===== src/rtl/sfr_timer32.sv =====
// 32-bit SFR-mapped timer: eight selectable tick sources, two compare matches and overflow,
// with sticky flags feeding a single registered level interrupt.
module sfr_timer32 #(
    parameter logic [31:0] RST_CNT = 32'h0,
    parameter int unsigned NUM_SRC = 8
) (
    input  logic               clk,
    input  logic               rst_n,
    input  logic               sfr_we,
    input  logic               sfr_re,
    input  logic [1:0]         sfr_addr,
    input  logic [31:0]        sfr_wdata,
    output logic [31:0]        sfr_rdata,
    input  logic [NUM_SRC-1:0] tick_src,
    output logic               tmr_irq,
    output logic [31:0]        tmr_val_o
);

    logic        on_q, running_q, running_d;
    logic [2:0]  clksrc_q;
    logic [2:0]  flag_q, flag_d, en_q, hw_set;
    logic        rst_p_q, ld_p_q, rd_p_q, start_p_q, stop_p_q;
    logic [31:0] cnt_q, cnt_d, cnt_inc;
    logic [31:0] val_buf_q, snap_q, match0_q, match1_q, rdata_q, rdata_d, ctrl_rd;
    logic        irq_q;
    logic        ctrl_we, tick_sel, tick_en;

    assign ctrl_we = sfr_we && (sfr_addr == 2'd0);
    assign cnt_inc = cnt_q + 32'd1;
    assign tick_en = on_q & running_q & tick_sel;

    // Out-of-range clksrc selects nothing, so no ticks.
    always_comb begin
        tick_sel = 1'b0;
        for (int i = 0; i < NUM_SRC; i++) begin
            if (32'(clksrc_q) == 32'(i)) tick_sel = tick_src[i];
        end
    end

    always_comb begin
        cnt_d  = cnt_q;
        hw_set = 3'b000;
        if (rst_p_q) begin
            cnt_d = RST_CNT;
        end else if (ld_p_q) begin
            cnt_d = val_buf_q;
        end else if (tick_en) begin
            cnt_d     = cnt_inc;
            hw_set[0] = (cnt_inc == match0_q);
            hw_set[1] = (cnt_inc == match1_q);
            hw_set[2] = (cnt_q == 32'hFFFF_FFFF);
        end
    end

    // Hardware set overrides a same-cycle software clear.
    always_comb begin
        flag_d = flag_q;
        if (ctrl_we) flag_d = sfr_wdata[15:13];
        flag_d = flag_d | hw_set;
    end

    always_comb begin
        running_d = running_q;
        if (start_p_q) running_d = 1'b1;
        if (stop_p_q)  running_d = 1'b0;
        if (!on_q)     running_d = 1'b0;
    end

    assign ctrl_rd = {8'd0, en_q, 5'd0, flag_q, 2'd0, clksrc_q, 7'd0, on_q};

    always_comb begin
        rdata_d = rdata_q;
        if (sfr_re) begin
            unique case (sfr_addr)
                2'd0: rdata_d = ctrl_rd;
                2'd1: rdata_d = snap_q;
                2'd2: rdata_d = match0_q;
                2'd3: rdata_d = match1_q;
                default: rdata_d = rdata_q;
            endcase
        end
    end

    always_ff @(posedge clk or negedge rst_n) begin
        if (!rst_n) begin
            on_q      <= 1'b0;
            clksrc_q  <= 3'd0;
            en_q      <= 3'd0;
            flag_q    <= 3'd0;
            rst_p_q   <= 1'b0;
            ld_p_q    <= 1'b0;
            rd_p_q    <= 1'b0;
            start_p_q <= 1'b0;
            stop_p_q  <= 1'b0;
            running_q <= 1'b0;
            cnt_q     <= RST_CNT;
            val_buf_q <= 32'd0;
            snap_q    <= 32'd0;
            match0_q  <= 32'd0;
            match1_q  <= 32'd0;
            rdata_q   <= 32'd0;
            irq_q     <= 1'b0;
        end else begin
            rst_p_q   <= ctrl_we & sfr_wdata[1];
            ld_p_q    <= ctrl_we & sfr_wdata[2];
            rd_p_q    <= ctrl_we & sfr_wdata[3];
            stop_p_q  <= ctrl_we & sfr_wdata[6];
            start_p_q <= ctrl_we & sfr_wdata[7];
            if (ctrl_we) begin
                on_q     <= sfr_wdata[0];
                clksrc_q <= sfr_wdata[10:8];
                en_q     <= sfr_wdata[23:21];
            end
            if (sfr_we && sfr_addr == 2'd1) val_buf_q <= sfr_wdata;
            if (sfr_we && sfr_addr == 2'd2) match0_q  <= sfr_wdata;
            if (sfr_we && sfr_addr == 2'd3) match1_q  <= sfr_wdata;
            if (rd_p_q) snap_q <= cnt_q;
            flag_q    <= flag_d;
            running_q <= running_d;
            cnt_q     <= cnt_d;
            rdata_q   <= rdata_d;
            irq_q     <= |(flag_q & en_q);
        end
    end

    assign sfr_rdata = rdata_q;
    assign tmr_irq   = irq_q;
    assign tmr_val_o = cnt_q;

endmodule


===== config.mk =====
export PLATFORM = sky130hd
export DESIGN_NAME = sfr_timer32
export DESIGN_NICKNAME = d
export VERILOG_FILES = /design/src/rtl/sfr_timer32.sv
export SDC_FILE = /design/constraint.sdc
export NUM_CORES = 1
export LEC_CHECK = 0
export ABC_CLOCK_PERIOD_IN_PS = 4570
export CORE_MARGIN = 2
export CORE_UTILIZATION = 30
export DETAILED_ROUTE_END_ITERATION = 10
export HOLD_SLACK_MARGIN = 0.1
export PLACE_DENSITY_LB_ADDON = 0.2
export RECOVER_POWER = 100
export SETUP_SLACK_MARGIN = 0.02
export SYNTH_ARGS = -nofsm -noshare
export SYNTH_HDL_FRONTEND = slang
export SYNTH_SLANG_ARGS = --single-unit

===== constraint.sdc =====
create_clock -name clk -period 4.57 [get_ports clk]
set_clock_uncertainty 0.15 [all_clocks]
set_input_delay 1.371 -clock clk [delete_from_list [all_inputs] [get_ports clk]]
set_output_delay 1.371 -clock clk [all_outputs]
set_load 0.05 [all_outputs]

==> impl_summary.md <==
Min path
In this run the most critical hold path is launched from stop_p_q. The type of the tightest min-delay check is flip-flop to flip-flop. For hold timing, the worst endpoint is running_q. The cell depth of the worst hold path is 1.

Floorplanning
The count of boundary I/O pins is 111. The die span in y is 195.3 µm. The total area inside the core boundary comes to 36350 µm². In this run the core area contains 70 standard-cell rows.

The die width is 195.3 µm. The initial standard-cell utilization of the core is 30.19%. The die outline area is 38130 µm².

STA
The final count of pins violating max slew was 108. The highest clock frequency the design can meet is 0.2523 GHz. Setup violations remaining at the end of the flow were counted as 0. The worst path setup slack after routing is 0.6066 ns. The worst pin sits at a relative slew slack of -75.14%.

The share of the clock period used by the worst path after layout is 86.73%. Counting I/O delays and the setup requirement, the final critical path takes 3.963 ns. The final total negative setup slack is 0 ns.

At the pin with the least slew margin, the transition time is 2.627 ns. Setup repair after global routing left no endpoint under its margin. The number of failing hold endpoints at the final stage is 0.

GRT
The largest net degree at the start of global routing is 83. For this run, global-route usage on met3 was measured as 2.902%. In the global route stage, met2 resource usage came out at 28.60%. The total overflow left after global routing is 0. The initial antenna violation count came to 0. The via count of the first global-routing pass is 8118. The first-pass GRT wire length is 54790 µm. The global-route usage over all layers is 18.92%. In this run the most used layer during global routing was met1. The global-route met1 utilization is 28.64%.

Synthesis
The post-synthesis compound-gate area fraction is 8.311%. The number of synthesized flops with an enable pin is 0. The mux cell area share after synthesis is 20.11%.

The top-area cell type share of the netlist area is 47.66%. The number of library cell types mapped by synthesis is 65. The most instantiated flip-flop cell in the synthesis netlist is sky130_fd_sc_hd__dfrtp_1. After synthesis, the mean cell area works out to 11.18 µm².

Summing every instance area after synthesis gives 10970 µm². The sequential cell area fraction in the yosys report is 47.66%. The post-synthesis register bit count is 209. The async set or reset register ratio after synthesis is 100.0%. Synthesis handed over a netlist of 982 instances. The biggest area contributor in the post-synthesis netlist is sky130_fd_sc_hd__dfrtp_1. The Yosys warning count is 0. Synthesis produced a netlist with a net count of 1029. The synthesized netlist devotes 0.1140% of its cell area to adder and majority cells. By area the synthesized netlist is led by sky130_fd_sc_hd__dfrtp_1 48%, sky130_fd_sc_hd__mux2_2 17%, sky130_fd_sc_hd__xnor2_1 5.6%, sky130_fd_sc_hd__a21oi_1 3.1%, sky130_fd_sc_hd__nor2_1 3.0%. After synthesis, the largest family of logic cells by area is multiplexers.

The parity-gate share of the synthesized area counting xor and xnor cells is 7.662%. Summing the areas of all and, or, nand and nor instances in the mapped netlist gives 12.67% of the synthesized area.

Finish
The ratio of cells with drive above 1 in the final layout is 23.32%. From synthesis to final layout, the design area changed by 20.59%. At the end of the flow, the number of nets in the layout was 1117. After filler insertion, the fill cell instance count of the layout stands at 3642. The diode insertion count for antenna repair is 0.

Detailed routing
The overall via count from detail_route is 8112. After the first detailed-routing iteration, the DRC count stood at 660. Summed over all layers, the routed wires come to 35600 µm. Dividing the detail-routed via count by the number of cells gives 5.223. The number of remaining DRC errors is 0. Dividing the detail-routed wire length by the instance count gives 22.92 µm. The first detailed-routing pass ran for 5 iterations. Once detail routing completed, the nets flagged for antenna violations numbered 0.

Worst setup path
The path depth of the worst reg2reg path is 8. For the worst setup path, the data arrival time is 4.25 ns. Data on the critical path is required at its endpoint by 4.86 ns. The worst setup path is launched from an input port. The slowest stage of the critical path belongs to the cell sky130_fd_sc_hd__clkbuf_1.

In this run the critical register-to-register path is captured at flag_q[0]. The kind of critical path is input port to flip-flop. The worst register-to-register path has a setup slack of 1.19 ns.

The startpoint identified for the worst register-to-register timing path is tmr_val_o[9]. The longest individual stage delay on the worst path is 0.71 ns. STA classifies the critical path endpoint as a flip-flop. In this run the worst path has a maximum fanout of 15. The critical path goes through clkbuf_1 -> buf_4 -> nor2b_1 -> clkbuf_2 -> a22oi_1 -> a21oi_1.

Clock tree
The longest clock path from root to sink contains 3 buffers. The buffer count from post-CTS setup fixing is 0. Hold repair after CTS inserted 0 buffers. The clock insertion delay at the later pin of the skew report is 0.53 ns.

The number of sinks driven by the clock tree is 209. CTS placed an instance of sky130_fd_sc_hd__clkbuf_16 at the clock tree root. The clock-pin transition on the worst setup and hold timing paths is 0.05 ns. The depth of the CTS H-tree is 1. The number of buffers created by CTS is 25.

The TritonCTS clock tree is built. The post-cts repair resize count is 0.

Power and ir drop
The share of total power in the clock network is 29.5%. Power spread over the standard cell area amounts to 485.9 nW/µm². The internal power of the cells totals 4.133 mW. The share of total power dissipated in sequential elements is 41.8%. The share of total power dissipated in combinational logic is 28.7%. The switching portion of total power is 35.73%. Summed over all cells, the static leakage comes to 5.300 nW.

In this run the power spent charging and discharging nets is 2.298 mW. VDD sags by at most 0.0002357 V.

Placement
Summed over all nets, the half-perimeter wirelength after detailed placement is 26020 µm. The number of buffers added on ports is 110. At the end of routability-driven placement, the weighted congestion stood at 0.8996. The worst slack at placement is 0.8197 ns.

Status
The final reports fail on max-capacitance violations, max-slew violations. The run finished, with violations left.

Job
The number of violations of the max-capacitance limit is 2.
==> worst max-delay path, delay by kind of cell <==
family,cells,cell delay [ns]
AOI/OAI and AO/OA,2,0.59
buffers and inverters,3,1.70
and+or+nand+nor,1,0.56
==> synth_stat cells, drive strengths merged, types with 4 or more instances <==
cell and instances:
nor4 15, or3 14, a21o 4, a22oi 23, mux2 168, and3 7, nand2 31, o21ai 26
nand3b 9, o2111ai 7, xor2 26, and2 8, dfrtp 209, nand4 18, clkbuf 47, nor3 18
nor2 88, inv 10, xnor2 70, buf 25, nand2b 5, mux2i 9, and4 7, mux4 10
a21oi 69, nand3 29
==> area by class of cell <==
type,instances,area (µm²),area share [%]
Clock buffer,32,691.9,5.228
Clock inverter,10,83.83,0.6335
Inverter,10,37.54,0.2836
Multi-Input combinational cell,691,5363,40.52
Sequential cell,209,5231,39.53
Tap cell,468,585.6,4.425
Timing Repair Buffer,133,1241,9.379
==> flip-flops by register name, indices dropped and copies added, names as in the netlist <==
signal	count
clksrc_q	3
en_q	3
flag_q	3
ld_p_q	1
match0_q	32
match1_q	32
on_q	1
rd_p_q	1
rst_p_q	1
running_q	1
sfr_rdata	32
snap_q	32
start_p_q	1
stop_p_q	1
tmr_irq	1
tmr_val_o	32
val_buf_q	32
==> cells by family (layout without fill, tap and decap cells) <==
group,count (synthesis),after routing
buffers and inverters,82,185
AO/OA/AOI/OAI,150,150
flip-flops,209,209
AND/OR/NAND/NOR,257,257
XOR/XNOR,96,96
multiplexers,187,187
adder cells (fa/ha/maj),1,1
==> power groups by stage <==
stage,combinational [mW],sequential (mW),clock [mW]
floorplan,0.990,2.89,0
global placement,1.89,2.72,0
detailed placement,1.89,2.72,0
CTS,1.90,2.69,1.96
global route,1.98,2.75,2.03
finish,1.84,2.69,1.90
==> per-stage QoR <==
step	instances	hold slack [ns]	cell area, µm²	power, mW	utilization [%]
final	1553	0.2592	13230	6.431	36.41
after global routing	1553	0.2762	13230	6.768	36.41
after CTS	1553	0.2603	13290	6.555	36.56
after detailed placement	1511	0.2527	12510	4.617	34.43
after global placement	1511	0.2438	12510	4.605	34.43
after floorplan	982	0.2333	10970	3.882	-
==> routing by layer <==
metal | wire [µm] | vias up
li1 | - | 3722
met1 | 17170 | 4125
met2 | 15700 | 233
met3 | 2204 | 32
met4 | 530 | 0
met5 | 0 | -
==> cell usage in the layout, fill, tap and decap left out, drive strengths merged, types with 3 or more instances in the layout <==
| master | instances |
|---|---|
| a32oi | 3 |
| buf | 14 |
| nand2 | 31 |
| dfrtp | 209 |
| inv | 11 |
| o32ai | 3 |
| o21ai | 26 |
| mux2 | 168 |
| mux4 | 10 |
| xnor2 | 70 |
| nor4 | 15 |
| nand2b | 5 |
| nor3 | 18 |
| nand3b | 9 |
| dlygate4sd3 | 66 |
| mux2i | 9 |
| clkdlybuf4s50 | 40 |
| and2 | 8 |
| clkbuf | 45 |
| clkinv | 6 |
| a31oi | 3 |
| nor2 | 88 |
| and3 | 7 |
| and4 | 7 |
| xor2 | 26 |
| a22oi | 23 |
| or3 | 14 |
| a21o | 4 |
| nor3b | 3 |
| nand4 | 18 |
| o2111ai | 7 |
| a21oi | 69 |
| nand3 | 29 |
==> how the worst max path moves through the flow <==
stage               cells after the start           from            end
floorplan                              10   tmr_val_o[1]      flag_q[1]
global placement                       10    tick_src[7]      flag_q[0]
detailed placement                     10    tick_src[3]      flag_q[0]
CTS                                     1  tmr_val_o[18]  tmr_val_o[18]
global route                            6    sfr_addr[0]  sfr_rdata[11]
finish                                  6    sfr_addr[0]  sfr_rdata[16]
(Power assumes the default switching activity.)
